===== config.mk =====
export PLATFORM = sky130hd
export DESIGN_NAME = wide_add_sequencer
export DESIGN_NICKNAME = d
export VERILOG_FILES = /design/src/rtl/wide_add_sequencer.sv
export SDC_FILE = /design/constraint.sdc
export NUM_CORES = 1
export LEC_CHECK = 0
export ABC_CLOCK_PERIOD_IN_PS = 9160
export BUFFER_PORTS_ARGS = -buffer_cell sky130_fd_sc_hd__buf_4
export CAP_MARGIN = 25
export CELL_PAD_IN_SITES_DETAIL_PLACEMENT = 0
export CELL_PAD_IN_SITES_GLOBAL_PLACEMENT = 1
export CORE_UTILIZATION = 43
export CTS_BUF_LIST = sky130_fd_sc_hd__clkbuf_16
export DETAILED_ROUTE_END_ITERATION = 7
export PLACE_DENSITY = 0.95
export SKIP_CTS_REPAIR_TIMING = 1
export SLEW_MARGIN = 10
export SYNTH_ARGS = -nofsm -noshare
export SYNTH_HDL_FRONTEND = slang
export SYNTH_SLANG_ARGS = --single-unit

===== constraint.sdc =====
create_clock -name clk -period 9.16 [get_ports clk]
set_input_delay 1.374 -clock clk [delete_from_list [all_inputs] [get_ports clk]]
set_output_delay 1.374 -clock clk [all_outputs]
set_load 0.02 [all_outputs]

===== src/rtl/wide_add_sequencer.sv =====
// rtl/wide_add_sequencer.sv - multi-word adder sequencer around a single 32-bit CLA

// 32-bit carry-lookahead adder: eight 4-bit lookahead groups, carry rippled between groups
module cla32bit (
  input  logic [31:0] a,
  input  logic [31:0] b,
  input  logic        cin,
  output logic [31:0] sum,
  output logic        cout
);

  logic [31:0] g;
  logic [31:0] p;
  logic [32:0] c;

  assign g = a & b;
  assign p = a ^ b;

  // Lookahead carries inside each nibble group, group carry-in taken from the previous group
  always_comb begin
    c = '0;
    c[0] = cin;
    for (int k = 0; k < 8; k++) begin
      c[4*k+1] = g[4*k] | (p[4*k] & c[4*k]);
      c[4*k+2] = g[4*k+1] | (p[4*k+1] & g[4*k]) | (p[4*k+1] & p[4*k] & c[4*k]);
      c[4*k+3] = g[4*k+2] | (p[4*k+2] & g[4*k+1]) | (p[4*k+2] & p[4*k+1] & g[4*k])
               | (p[4*k+2] & p[4*k+1] & p[4*k] & c[4*k]);
      c[4*k+4] = g[4*k+3] | (p[4*k+3] & g[4*k+2]) | (p[4*k+3] & p[4*k+2] & g[4*k+1])
               | (p[4*k+3] & p[4*k+2] & p[4*k+1] & g[4*k])
               | (p[4*k+3] & p[4*k+2] & p[4*k+1] & p[4*k] & c[4*k]);
    end
  end

  assign sum  = p ^ c[31:0];
  assign cout = c[32];

endmodule

module wide_add_sequencer #(
  parameter int WORDS = 4
) (
  input  logic                  clk,
  input  logic                  rst_n,
  input  logic                  start,
  input  logic [32*WORDS-1:0]   a_in,
  input  logic [32*WORDS-1:0]   b_in,
  input  logic                  cin,
  output logic                  busy,
  output logic                  done,
  output logic [32*WORDS-1:0]   sum_out,
  output logic                  cout,
  output logic                  ovf
);

  localparam int W  = 32 * WORDS;
  localparam int IW = (WORDS > 1) ? $clog2(WORDS) : 1;
  localparam logic [IW-1:0] LAST = IW'(WORDS - 1);

  typedef enum logic [1:0] {IDLE, RUN, DONE} state_t;

  state_t        state;
  state_t        state_next;
  logic [W-1:0]  a_reg;
  logic [W-1:0]  b_reg;
  logic [W-1:0]  acc;
  logic [W-1:0]  acc_next;
  logic          carry_r;
  logic [IW-1:0] idx;
  logic [31:0]   a_word;
  logic [31:0]   b_word;
  logic [31:0]   cla_sum;
  logic          cla_cout;
  logic          msb_cin;

  cla32bit u_cla (
    .a    (a_word),
    .b    (b_word),
    .cin  (carry_r),
    .sum  (cla_sum),
    .cout (cla_cout)
  );

  // Select the operand words for the current index and merge the CLA result into the accumulator
  always_comb begin
    a_word   = '0;
    b_word   = '0;
    acc_next = acc;
    for (int w = 0; w < WORDS; w++) begin
      if (idx == IW'(w)) begin
        a_word = a_reg[32*w +: 32];
        b_word = b_reg[32*w +: 32];
        acc_next[32*w +: 32] = cla_sum;
      end
    end
  end

  // Carry into the top bit of the top word, used for signed overflow
  assign msb_cin = a_word[31] ^ b_word[31] ^ cla_sum[31];

  // State register
  always_ff @(posedge clk) begin
    if (!rst_n) state <= IDLE;
    else        state <= state_next;
  end

  // Next-state logic: start is only honoured outside RUN
  always_comb begin
    state_next = state;
    case (state)
      IDLE:    if (start) state_next = RUN;
      RUN:     if (idx == LAST) state_next = DONE;
      DONE:    state_next = start ? RUN : IDLE;
      default: state_next = IDLE;
    endcase
  end

  assign busy = (state == RUN);
  assign done = (state == DONE);

  // Operand latch, word-serial accumulation and result publication
  always_ff @(posedge clk) begin
    if (!rst_n) begin
      a_reg   <= '0;
      b_reg   <= '0;
      acc     <= '0;
      carry_r <= 1'b0;
      idx     <= '0;
      sum_out <= '0;
      cout    <= 1'b0;
      ovf     <= 1'b0;
    end else begin
      case (state)
        IDLE, DONE: begin
          if (start) begin
            a_reg   <= a_in;
            b_reg   <= b_in;
            carry_r <= cin;
            idx     <= '0;
          end
        end
        RUN: begin
          acc     <= acc_next;
          carry_r <= cla_cout;
          if (idx == LAST) begin
            sum_out <= acc_next;
            cout    <= cla_cout;
            ovf     <= msb_cin ^ cla_cout;
          end else begin
            idx <= idx + IW'(1);
          end
        end
        default: ;
      endcase
    end
  end

endmodule

**Word-level counts from Yosys, hierarchy flattened**

Cells that the tools add are included.

- Mux-type cells: 21
- Eq/ne operators: 9
- Add/sub/neg operators: 1
- Reduce and logical (&&, ||, !) cells: 9
- Bitwise operators: 214

Operators by type and width:

| operator | number |
|---|---|
| 2-to-1 mux 32 bit | 12 |
| bitwise AND 1 bit | 128 |
| bitwise OR 1 bit | 80 |
| bitwise XOR 32 bit | 2 |
| bitwise AND 32 bit | 1 |
| 2-to-1 mux 2 bit | 4 |
| AND reduction 2 bit | 4 |
| == test 2 bit, second input constant | 3 |
| inequality test 2 bit, second input constant | 3 |
| case mux 2 bit (3 select lines) | 1 |
| == test 2 x 1 -> 1 bit, second input constant | 2 |
| zero test 2 bit | 2 |
| case mux 2 bit (2 select lines) | 1 |
| AND reduction 3 bit | 1 |
| bitwise XOR 1 bit | 3 |
| adder 2 x 1 -> 2 bit, second input constant | 1 |
| 2-to-1 mux 1 bit | 2 |
| inequality test 2 x 1 -> 1 bit, second input constant | 1 |
| case mux 1 bit (2 select lines) | 1 |
| nonzero test 2 bit | 1 |
| OR reduction 2 bit | 1 |

- Input port bits: 260
- Logic and storage cells: 263
- Output and inout bits: 132
- Flip-flop bits (word level): 519

**Depth between registers and ports, before layout**

Gate-level depths: netlist of run 1.

- Depth after elaboration: 28
- Mapped depth: 24
- Gate-level depth less buffers: 21

**Cells and area by module**

A second synthesis of run 1 with hierarchy kept.

- Cells, all modules: 2687
- Area, all modules: 21825.9 um^2

By module, submodules not included:

| module | cells an instance | area an instance (um^2) | times used | seq. area each (um^2) |
|---|---|---|---|---|
| wide_add_sequencer | 2527 | 20440.9 | 1 | 9749.4 |
| cla32bit | 160 | 1385.1 | 1 | 0.0 |

**Worst setup path after synthesis of run 1**

Ideal clock, no wire load.

- Path kind: register to register
- From: register idx[0]
- To: register sum_out[92]
- Period minus slack after synthesis: 4.368 ns
- Cell stages (with the launch flop): 19
- Required time: 9.090 ns
- Arrival: 4.297 ns
- Library setup time: 0.070 ns
- Buffers on the path: 3
- Setup slack: 4.792 ns
- Cell sequence: dfxtp_1 > inv_1 > ha_1 > clkbuf_1 > clkbuf_1 > buf_1 > a21oi_1 > o21ai_0 > ha_1 > a211o_1 > and2_4 > a311o_1 > o2111a_1 > o21a_1 > a21oi_1 > fa_1 > nand2_1 > o211ai_1 > a21oi_1

- Word-level cells in the longest chain between the ends: 25
- Elaborated cells between the ends (all ways): 94
- Classes of those cells: eq/ne: 3; mux: 9; bitwise: 80; reduce/logical: 2

RTL lines:

| element | line | text |
|---|---|---|
| start, declared | 68 | `logic [IW-1:0] idx;` |
| start signal, assigned | 149 | `idx <= idx + IW'(1);` |
| zero test 2 bit | 89 | `if (idx == IW'(w)) begin` |
| 2-to-1 mux 32 bit (4 in series) | 89 |  |
| bitwise XOR 32 bit or bitwise AND 32 bit (tied branches) | 17, 16 |  |
| bitwise AND 1 bit (on tied branches) | 28, 29, 30 |  |
| bitwise OR 1 bit (tied with other cells) (2 in series) | 28 | `c[4*k+4] = g[4*k+3] \| (p[4*k+3] & g[4*k+2]) \| (p[4*k+3] & p[4*k+2] & g[4*k+1])` |
| bitwise OR 1 bit or bitwise AND 1 bit (tied branches) | 29, 30 |  |
| bitwise OR 1 bit | 30 | `\| (p[4*k+3] & p[4*k+2] & p[4*k+1] & p[4*k] & c[4*k]);` |
| bitwise AND 1 bit | 30 |  |
| [5 not listed] | -- |  |
| bitwise AND 1 bit | 30 |  |
| bitwise OR 1 bit | 30 |  |
| bitwise AND 1 bit | 30 |  |
| bitwise OR 1 bit | 30 |  |
| bitwise AND 1 bit | 30 |  |
| bitwise OR 1 bit | 30 |  |
| bitwise XOR 32 bit | 34 | `assign sum = p ^ c[31:0];` |
| 2-to-1 mux 32 bit | 89 |  |
| end signal, assigned | 145 | `sum_out <= acc_next;` |
| end, declared | 50 | `output logic [32*WORDS-1:0] sum_out,` |

Several ways; a longest one is shown, not always the timed one.
A chain may end at the register's enable or synchronous reset.

**Worst setup path after layout of run 1**

- From: register idx[1]
- To: register sum_out[49]

- Word-level cells in the longest chain between the ends: 21
- Elaborated cells between the ends (all ways): 63
- Classes of those cells: eq/ne: 3; mux: 9; bitwise: 49; reduce/logical: 2

RTL lines:

| element | line | text |
|---|---|---|
| zero test 2 bit | 89 |  |
| 2-to-1 mux 32 bit (4 in series) | 89 |  |
| bitwise XOR 32 bit or bitwise AND 32 bit (tied branches) | 17, 16 |  |
| bitwise AND 1 bit (on tied branches) | 28, 29, 30 |  |
| bitwise OR 1 bit (tied with other cells) (2 in series) | 28 |  |
| bitwise OR 1 bit or bitwise AND 1 bit (tied branches) | 29, 30 |  |
| bitwise OR 1 bit | 30 |  |
| bitwise AND 1 bit | 30 |  |
| bitwise OR 1 bit | 30 |  |
| bitwise AND 1 bit | 30 |  |
| bitwise OR 1 bit | 30 |  |
| bitwise AND 1 bit | 30 |  |
| bitwise OR 1 bit | 30 |  |
| bitwise AND 1 bit | 24 | `c[4*k+1] = g[4*k] \| (p[4*k] & c[4*k]);` |
| bitwise OR 1 bit | 24 |  |
| bitwise XOR 32 bit | 34 |  |
| 2-to-1 mux 32 bit | 89 |  |

Several ways; a longest one is shown, not always the timed one.

==> results of run 1 <==
[worst reg2reg max path, stage by stage (launching register included)]
cell,delay (ns)
dfxtp_1,0.43
inv_1,0.15
ha_4,0.37
inv_2,0.11
buf_4,0.59
and3_1,0.32
a21oi_1,0.06
nor2_1,0.13
a21oi_1,0.05
o21ai_0,0.43
ha_1,0.27
a21oi_1,0.07
o21ai_0,0.19
a311o_1,0.30
inv_1,0.16
a21oi_1,0.15
inv_1,0.09
nor2_1,0.19
nor2_1,0.10
fa_1,0.44
xnor2_1,0.69
mux2i_1,0.22
a211oi_1,0.26
[per-layer routing]
metal | wire [um] | part of all wire [%]
met4 | 2417 | 3.4
met2 | 30770 | 44
met3 | 5645 | 8.0
met1 | 31300 | 45
met5 | 20 | 0.029
[area by class of cell]
| cell class | count | share of cell area (%) |
|---|---|---|
| diodes | 1 | 0.009644 |
| clock buffers | 53 | 5.111 |
| clock inverters | 35 | 0.9885 |
| inverters | 33 | 0.5063 |
| multi-input cells | 2066 | 40.42 |
| flip-flops and latches | 487 | 37.57 |
| well taps | 656 | 3.163 |
| repair buffers | 415 | 12.23 |
[synth_stat cells (all sizes together) (2+ instances only)]
cell type,number
dfxtp,487
o41ai,3
o31a,3
and2,8
nand3,33
a211oi,60
o2111a,2
nor3,7
a311oi,6
o21ai,115
o211ai,26
nor3b,2
a31oi,11
nand2,809
a211o,6
o32ai,3
nor4,6
buf,27
a21o,11
and4,4
nand3b,2
fa,8
a21oi,559
nor2b,7
clkbuf,206
a311o,4
o31ai,3
mux2i,38
nor2,172
o21a,3
nand2b,4
and3,68
nand4,2
xor2,2
xnor2,15
ha,36
a2111oi,2
o2111ai,3
or3,15
inv,32
[where the power goes]
group          internal (uW)  switching [uW]
registers               2200            45.5
logic                    242             448
clock network           1150             841
[logic make-up (layout without fill, tap and decap cells)]
group | after synthesis | in the layout | synth area share, %
and+or+nand+nor | 1141 | 1141 | 22.03
AOI/OAI and AO/OA | 825 | 825 | 21.63
DFF | 487 | 487 | 46.08
buffers and inverters | 266 | 536 | 4.726
adders and majority gates | 44 | 44 | 2.886
muxes | 39 | 39 | 1.851
xor gates and xnor gates | 17 | 17 | 0.7926
other | 0 | 1 | 0
[metrics by stage]
step	instance area, um2	hold WS, ns
after floorplan	21160	0.4276
after global placement	24310	0.4363
after detailed placement	24310	0.4432
after CTS	25890	0.4510
after global routing	25950	0.4621
final	25950	0.4494
[worst max-delay path by stage]
stage	slack [ns]	from	endpoint
4_1_cts	3.31	idx[1]$_SDFFE_PN0P_	sum_out[85]$_SDFFE_PN0P_
6_report	3.28	idx[1]$_SDFFE_PN0P_	sum_out[49]$_SDFFE_PN0P_
2_1_floorplan	4.79	idx[0]$_SDFFE_PN0P_	sum_out[92]$_SDFFE_PN0P_
3_5_place_dp	3.35	idx[1]$_SDFFE_PN0P_	sum_out[85]$_SDFFE_PN0P_
3_3_place_gp	3.39	idx[1]$_SDFFE_PN0P_	sum_out[49]$_SDFFE_PN0P_
5_1_grt	2.87	idx[1]$_SDFFE_PN0P_	sum_out[85]$_SDFFE_PN0P_
==> impl_metrics.py, run 1 <==
metrics = {
    "synth": {
        "netlist.area_leader.share_pct": 46.08,
        "syn_area_mm2": 0.02116,
        "synthFlopType": "dfxtp_1",
        "synth-edff-count": 0,
        "yosysTopAreaCell": "dfxtp_1",
        "synth.area.top_cells": "dfxtp_1 (46%), nand2_1 (14%), a21oi_1 (13%)",
        "syn_avg_cell_area_um2": 7.505,
        "ys_ff_latch": 487,
        "synth-seq-area-share_pct": 46.08,
        "synthesis.nets": 3123,
        "synth_cell_types": 60,
        "synthCells": 2819,
        "ys_warn_count": 0,
        "async_flop_share_pct": 0,
    },
    "drt": {
        "dr.pass1.iters": 5,
        "drt_iter0_markers": 2056,
        "wl_mm": 70.15,
        "drc_errors": 0,
        "vias": 20450,
        "ant_nets": 0,
        "wl_per_cell_um": 18.73,
        "via_per_inst": 5.459,
    },
    "cts": {
        "cts_root_buf": "clkbuf_16",
        "clk_path_buf_depth": 3,
        "insertion_delay_ns": 0.59,
        "clk_pin_slew_ns": 0.06,
        "cts_max_level": 2,
        "cts_tree": "done",
        "cts.sinks": 487,
        "cts_buffers": 51,
    },
    "timing": {
        "rsz0062_at_grt": "no",
        "maxSlewViolCount": 0,
        "fin_crit_sh_pct": 64.24,
        "tightest_slew_ns": 1.153,
        "fmax_ghz": 0.1699,
        "maxSlewHeadroom_pct": 23.13,
        "finalHoldViolCount": 0,
        "skew_ns": 0.01284,
        "fin_ws_ns": 3.276,
        "finalSetupTns_ns": 0,
        "period_needed_ns": 5.884,
        "setup_viol": 0,
    },
    "global_route": {
        "met3_usage_pct": 4.197,
        "top_usage_layer": "met2",
        "grt_pass1_wl_mm": 107.7,
        "grt_max_degree": 260,
        "antenna_found_initial": 2,
        "overflow": 0,
        "grt_use_met1_pct": 38.75,
        "grt_pass1_vias": 19300,
        "track_usage_pct": 27.32,
        "use_met2_pct": 41.39,
    },
    "hold_path": {
        "min_path_cells": 2,
        "hold_path.startpoint": "acc[51]$_SDFFE_PN0P_",
        "worst_hold_path_type": "register to register",
        "min_to": "acc[51]$_SDFFE_PN0P_",
    },
    "setup_path": {
        "crit_slowest_cell": "xnor2_1",
        "slowest_delay_ns": 0.69,
        "r2r_slack_ns": 3.28,
        "crit_required_ns": 9.65,
        "r2r-start": "idx[1]$_SDFFE_PN0P_",
        "crit_chain": "inv_1 > ha_4 > inv_2 > buf_4 > and3_1 > a21oi_1 > nor2_1 > a21oi_1 > o21ai_0 > ha_1 > a21oi_1 > o21ai_0 > a311o_1 > inv_1 > a21oi_1 > inv_1 > nor2_1 > nor2_1 > fa_1 > xnor2_1 > mux2i_1 > a211oi_1",
        "critical_path.top_delay_family": "compound AO/OA/AOI/OAI gates",
        "crit_buf_inv": 5,
        "r2r-end": "sum_out[49]$_SDFFE_PN0P_",
        "end_kind": "register",
        "cp.depth": 22,
        "cp_max_fo": 76,
        "path_class": "register to register",
        "crit_top_cell": "a21oi_1",
        "ff2ff_path_depth": 22,
        "worstPathArrival_ns": 6.37,
        "startpoint_type": "register",
    },
    "cells_and_area": {
        "fill_cells": 4563,
        "instances_no_fill": 3746,
        "multi_input_area_mm2": 0.01049,
        "num-nets-final": 3358,
        "seq_area_mm2": 0.009749,
        "final_util_pct": 53.90,
        "final_cell_mix": "nand2_1 (808), a21oi_1 (558), dfxtp_1 (487)",
        "layout_commonest_cell": "nand2_1",
        "synthToLayoutAreaGrowth_pct": 22.66,
        "layout-drive-gt1-share_pct": 16.48,
    },
    "placed_design": {
        "post-place-ws_ns": 3.346,
        "dp_cells": 3654,
        "gp_congestion": 0.8620,
        "io_buffers": 391,
        "dp_hpwl_mm": 48.70,
    },
    "pwr": {
        "power.leakage_uw": 0.01051,
        "power_density_mw_per_mm2": 190.0,
        "peakVddDrop_uv": 107.8,
        "p_total_uw": 4929,
    },
    "floorplan": {
        "boundaryPins": 392,
        "die_w_um": 223.8,
        "rows": 80,
        "initial_core_util_pct": 43.94,
        "core_area_mm2": 0.04815,
        "fp.dieH_um": 223.8,
        "fp.dieArea_mm2": 0.05009,
    },
    "job": {
        "maxCapViolCount": 0,
    },
    "run_status": {
        "status": "finished, final reports clean",
    },
}
(Power assumes the default switching activity.)
==> run 2, diff against run 1 <==
Settings changed: ABC_CLOCK_PERIOD_IN_PS 9160 to 5600, CORE_UTILIZATION 43 to 40, PLACE_DENSITY 0.95 to 0.9.
Clock period 9.16 ns to 5.6 ns, I/O delays scaled along.
==> run 2 against run 1 <==
Clock-buffer cell count fell by 1. Critical path depth fell by 1. Combinational power rose by 65%. Sequential share of layout area fell by 0.21 points. Critical endpoint is now sum_out[61]$_SDFFE_PN0P_.
==> impl_metrics.py, run 2 (synthesis gave the netlist of run 1 again) <==
metrics = {
    "drt": {
        "dr.pass1.iters": 5,
        "wl_mm": 72.32,
        "wl_per_cell_um": 19.11,
        "ant_nets": 0,
        "vias": 20520,
        "drt_iter0_markers": 1969,
        "via_per_inst": 5.423,
        "drc_errors": 0,
    },
    "pwr": {
        "power_density_mw_per_mm2": 311.7,
        "peakVddDrop_uv": 214.1,
        "power.leakage_uw": 0.01056,
    },
    "setup_path": {
        "cp_max_fo": 44,
        "crit_required_ns": 6.10,
        "end_kind": "register",
        "startpoint_type": "register",
        "worstPathArrival_ns": 5.72,
        "path_class": "register to register",
    },
    "floorplan": {
        "fp.dieH_um": 232.0,
        "fp.dieArea_mm2": 0.05381,
        "core_area_mm2": 0.05182,
        "initial_core_util_pct": 40.82,
        "die_w_um": 232.0,
        "rows": 83,
        "boundaryPins": 392,
    },
    "cts": {
        "clk_pin_slew_ns": 0.07,
        "insertion_delay_ns": 0.61,
        "clk_path_buf_depth": 3,
        "cts_root_buf": "clkbuf_16",
        "cts_tree": "done",
        "cts_max_level": 2,
        "cts.sinks": 487,
        "cts_buffers": 51,
    },
    "placed_design": {
        "gp_congestion": 0.8617,
        "dp_cells": 3691,
        "io_buffers": 391,
        "dp_hpwl_mm": 50.90,
    },
    "timing": {
        "rsz0062_at_grt": "no",
        "fmax_ghz": 0.1914,
        "skew_ns": 0.02467,
        "maxSlewHeadroom_pct": 15.82,
        "finalHoldViolCount": 0,
        "period_needed_ns": 5.226,
        "setup_viol": 0,
        "finalSetupTns_ns": 0,
        "fin_crit_sh_pct": 93.32,
        "tightest_slew_ns": 1.263,
        "maxSlewViolCount": 0,
    },
    "cells_and_area": {
        "instances_no_fill": 3784,
        "layout_commonest_cell": "nand2_1",
        "synthToLayoutAreaGrowth_pct": 23.34,
        "layout-drive-gt1-share_pct": 16.76,
        "num-nets-final": 3369,
        "fill_cells": 5009,
        "final_cell_mix": "nand2_1 (808), a21oi_1 (558), dfxtp_1 (487)",
    },
    "global_route": {
        "use_met2_pct": 40.78,
        "grt_pass1_vias": 19080,
        "track_usage_pct": 26.00,
        "top_usage_layer": "met2",
        "grt_max_degree": 257,
        "grt_use_met1_pct": 37.54,
        "grt_pass1_wl_mm": 109.5,
        "antenna_found_initial": 2,
        "overflow": 0,
        "met3_usage_pct": 3.598,
    },
    "run_status": {
        "status": "finished, final reports clean",
    },
    "job": {
        "maxCapViolCount": 0,
    },
    "hold_path": {
        "worst_hold_path_type": "register to register",
    },
}
[run 2: changes by cell type in the layout (fill, tap and decap cells not counted), moves of 3 or more]
| cell | delta |
|---|---|
| clkinvlp_4 | +5 |
| inv_1 | +3 |
| buf_4 | +11 |
| clkinv_2 | -6 |
[run 2: power breakdown]
group	internal (uW)	total [uW]	switching, uW
sequential	3600	3690	82.4
clock	1860	3310	1450
combinational	402	1140	734
[run 2: final cells by class]
class | instances | area, um2 | share of cell area, %
multi-input combinational | 2066 | 10490 | 40.20
sequential | 487 | 9749 | 37.36
timing repair buffer | 426 | 3268 | 12.53
clock buffer | 52 | 1301 | 4.987
tap | 680 | 850.8 | 3.261
clock inverter | 39 | 300.3 | 1.151
inverter | 33 | 131.4 | 0.5035
antenna | 1 | 2.502 | 0.009590
[run 2: layer usage]
layer	vias up	wire length (um)
li1	10030	-
met1	9617	33450
met2	791	32710
met3	87	4909
met4	2	1237
met5	-	11
[run 2: stage by stage]
step	util [%]	instance area [um2]	total power (uW)	setup WS (ns)	hold slack (ns)
after floorplan	-	21160	4394	1.232	0.4276
after global placement	47.20	24460	4857	0.6214	0.4335
after detailed placement	47.20	24460	4884	0.4791	0.4420
after CTS	50.29	26060	8166	0.4583	0.4504
after global routing	50.35	26090	8430	0.002830	0.4679
final	50.35	26090	8133	0.3743	0.4510
[run 2: critical path, stage by stage (launching register included)]
cell and delay, ns:
dfxtp_1 0.37, inv_1 0.18, ha_4 0.35, inv_2 0.18, buf_4 0.29, and3_1 0.22, a21oi_1 0.13, nor2_1 0.06
a21oi_1 0.16, nor2_1 0.06, a21o_1 0.17, ha_1 0.29, o2111ai_1 0.12, and3_1 0.25, nor2_1 0.20, o2111a_1 0.35
o21a_1 0.24, a21oi_1 0.13, fa_1 0.44, xnor2_1 0.50, mux2i_1 0.16, a211oi_1 0.26
[run 2: final timing paths]
kind                            cells after the start                  endpoint                    from  slack (ns)
worst max-delay path                               21  sum_out[61]$_SDFFE_PN0P_     idx[1]$_SDFFE_PN0P_        0.37
worst max register to register                     21  sum_out[61]$_SDFFE_PN0P_     idx[1]$_SDFFE_PN0P_        0.37
worst min register to register                      2    a_reg[29]$_SDFFE_PN0P_  a_reg[29]$_SDFFE_PN0P_        0.45
worst min-delay path                                2    a_reg[29]$_SDFFE_PN0P_  a_reg[29]$_SDFFE_PN0P_        0.45
==> run 3, diff against run 2 <==
Settings changed: CORE_ASPECT_RATIO set to 0.9, PLACE_DENSITY 0.9 to not set, PLACE_DENSITY_LB_ADDON set to 0.1, TNS_END_PERCENT set to 5.
==> run 3 against run 2 <==
Fmax shrank 0.76%. Final area grew 0.69%. Non-clock buffer count grew 7. Setup slack lost 0.040 ns. Clock power grew 3%. Die area is essentially flat. Critical path type unchanged. Highest routed layer is now met4.
==> impl_metrics.py, run 3 (synthesis gave the netlist of run 1 again) <==
metrics = {
    "run_status": {
        "status": "finished, final reports clean",
    },
    "timing": {
        "period_needed_ns": 5.266,
        "rsz0062_at_grt": "yes",
        "fin_crit_sh_pct": 94.03,
        "fmax_ghz": 0.1899,
        "setup_viol": 0,
        "skew_ns": 0.03469,
        "finalSetupTns_ns": 0,
        "hold_ws_ns": 0.4497,
        "maxSlewViolCount": 0,
        "tightest_slew_ns": 1.003,
        "maxSlewHeadroom_pct": 33.16,
        "finalHoldViolCount": 0,
    },
    "cells_and_area": {
        "layout_commonest_cell": "nand2_1",
        "layout-drive-gt1-share_pct": 17.00,
        "diodes": 0,
        "multi_input_area_mm2": 0.01050,
        "synthToLayoutAreaGrowth_pct": 24.19,
        "num-nets-final": 3376,
        "instances_no_fill": 3800,
        "seq_area_mm2": 0.009749,
        "final_util_pct": 50.53,
        "final_cell_mix": "nand2_1 (808), a21oi_1 (558), dfxtp_1 (487)",
        "fill_cells": 5167,
    },
    "floorplan": {
        "rows": 79,
        "die_w_um": 244.4,
        "fp.dieH_um": 220.2,
        "fp.dieArea_mm2": 0.05381,
        "core_area_mm2": 0.05199,
        "boundaryPins": 392,
        "initial_core_util_pct": 40.69,
    },
    "global_route": {
        "grt_max_degree": 184,
        "grt_pass1_wl_mm": 110.6,
        "track_usage_pct": 26.47,
        "antenna_found_initial": 1,
        "overflow": 0,
        "grt_pass1_vias": 19330,
    },
    "placed_design": {
        "dp_cells": 3705,
        "gp_congestion": 0.8772,
        "dp_hpwl_mm": 50.55,
        "io_buffers": 391,
    },
    "setup_path": {
        "ff2ff_path_depth": 22,
        "r2r-end": "sum_out[21]$_SDFFE_PN0P_",
        "r2r-start": "idx[1]$_SDFFE_PN0P_",
        "cp_max_fo": 38,
        "worstPathArrival_ns": 5.79,
        "crit_required_ns": 6.12,
        "end_kind": "register",
        "startpoint_type": "register",
        "path_class": "register to register",
        "cp-startpoint": "idx[1]$_SDFFE_PN0P_",
        "r2r_slack_ns": 0.33,
    },
    "drt": {
        "drc_errors": 0,
        "dr.pass1.iters": 5,
        "wl_mm": 73.70,
        "drt_iter0_markers": 1335,
        "wl_per_cell_um": 19.40,
        "vias": 20220,
        "ant_nets": 0,
        "via_per_inst": 5.322,
    },
    "cts": {
        "cts_max_level": 2,
        "insertion_delay_ns": 0.61,
        "cts_root_buf": "clkbuf_16",
        "cts.sinks": 487,
        "clk_pin_slew_ns": 0.06,
        "cts_tree": "done",
        "cts_buffers": 51,
        "clk_path_buf_depth": 3,
    },
    "pwr": {
        "peakVddDrop_uv": 224.7,
        "power.leakage_uw": 0.01065,
        "power_density_mw_per_mm2": 313.7,
    },
    "hold_path": {
        "worst_hold_path_type": "register to register",
        "hold_path.startpoint": "sum_out[44]$_SDFFE_PN0P_",
        "min_to": "sum_out[44]$_SDFFE_PN0P_",
        "min_path_cells": 2,
    },
    "job": {
        "maxCapViolCount": 0,
    },
}
-- run 3: changes by cell type in the layout (fill, tap and decap cells not counted), moves of 2 or more --
| cell | delta |
|---|---|
| clkinv_1 | +5 |
| clkinv_2 | +2 |
| buf_4 | +2 |
| inv_1 | -4 |
| buf_12 | +3 |
| clkinvlp_4 | -3 |
| bufinv_16 | +2 |
-- run 3: metrics by stage --
step	setup WS [ns]	cell area [um2]	power (uW)
floorplan	1.232	21160	4394
global placement	0.5166	24550	4890
detailed placement	0.3193	24560	4908
CTS	0.3187	26210	8296
global route	-0.06673	26270	8572
finish	0.3342	26270	8242
-- run 3: layout make-up --
class / count / share of cell area (%)
inverter: 33 / 0.5000
multi-input combinational: 2066 / 39.95
sequential: 487 / 37.11
timing repair buffer: 433 / 12.87
clock inverter: 41 / 1.338
tap: 688 / 3.277
clock buffer: 52 / 4.953
-- run 3: power breakdown --
| part | total, uW | switching, uW | internal (uW) |
|---|---|---|---|
| combinational | 1150 | 736 | 416 |
| sequential | 3690 | 81.7 | 3600 |
| clock | 3400 | 1450 | 1960 |
| total | 8240 | 2270 | 5980 |
-- run 3: per-layer routing --
layer | up-vias | global-route usage, % | routed length, um
met5 | - | 0 | 0
met4 | 0 | 8.750 | 2050
met3 | 112 | 4.245 | 4146
met1 | 9534 | 33.46 | 31620
li1 | 10030 | - | -
met2 | 547 | 46.00 | 35890
-- run 3: worst max path at each step --
stage / cells after the start / to / slack (ns)
floorplan: 18 / sum_out[92]$_SDFFE_PN0P_ / 1.23
global placement: 16 / sum_out[29]$_SDFFE_PN0P_ / 0.52
detailed placement: 20 / sum_out[29]$_SDFFE_PN0P_ / 0.32
CTS: 20 / sum_out[29]$_SDFFE_PN0P_ / 0.32
global route: 22 / sum_out[21]$_SDFFE_PN0P_ / -0.07
finish: 22 / sum_out[21]$_SDFFE_PN0P_ / 0.33
-- run 3: critical path, stage by stage (launching register included) --
cell and delay (ns):
dfxtp_1 0.44, inv_1 0.16, ha_4 0.20, inv_2 0.47, and3_1 0.25, a21oi_1 0.04
nor2_1 0.11, a21oi_1 0.07, o21ai_0 0.34, ha_1 0.24, a21oi_1 0.08, o21ai_0 0.19
a311o_1 0.35, inv_1 0.19, a21oi_1 0.17, inv_1 0.09, nor2_1 0.22, a21oi_1 0.18
fa_1 0.45, xnor2_1 0.34, buf_4 0.24, mux2i_1 0.09, a211oi_1 0.25
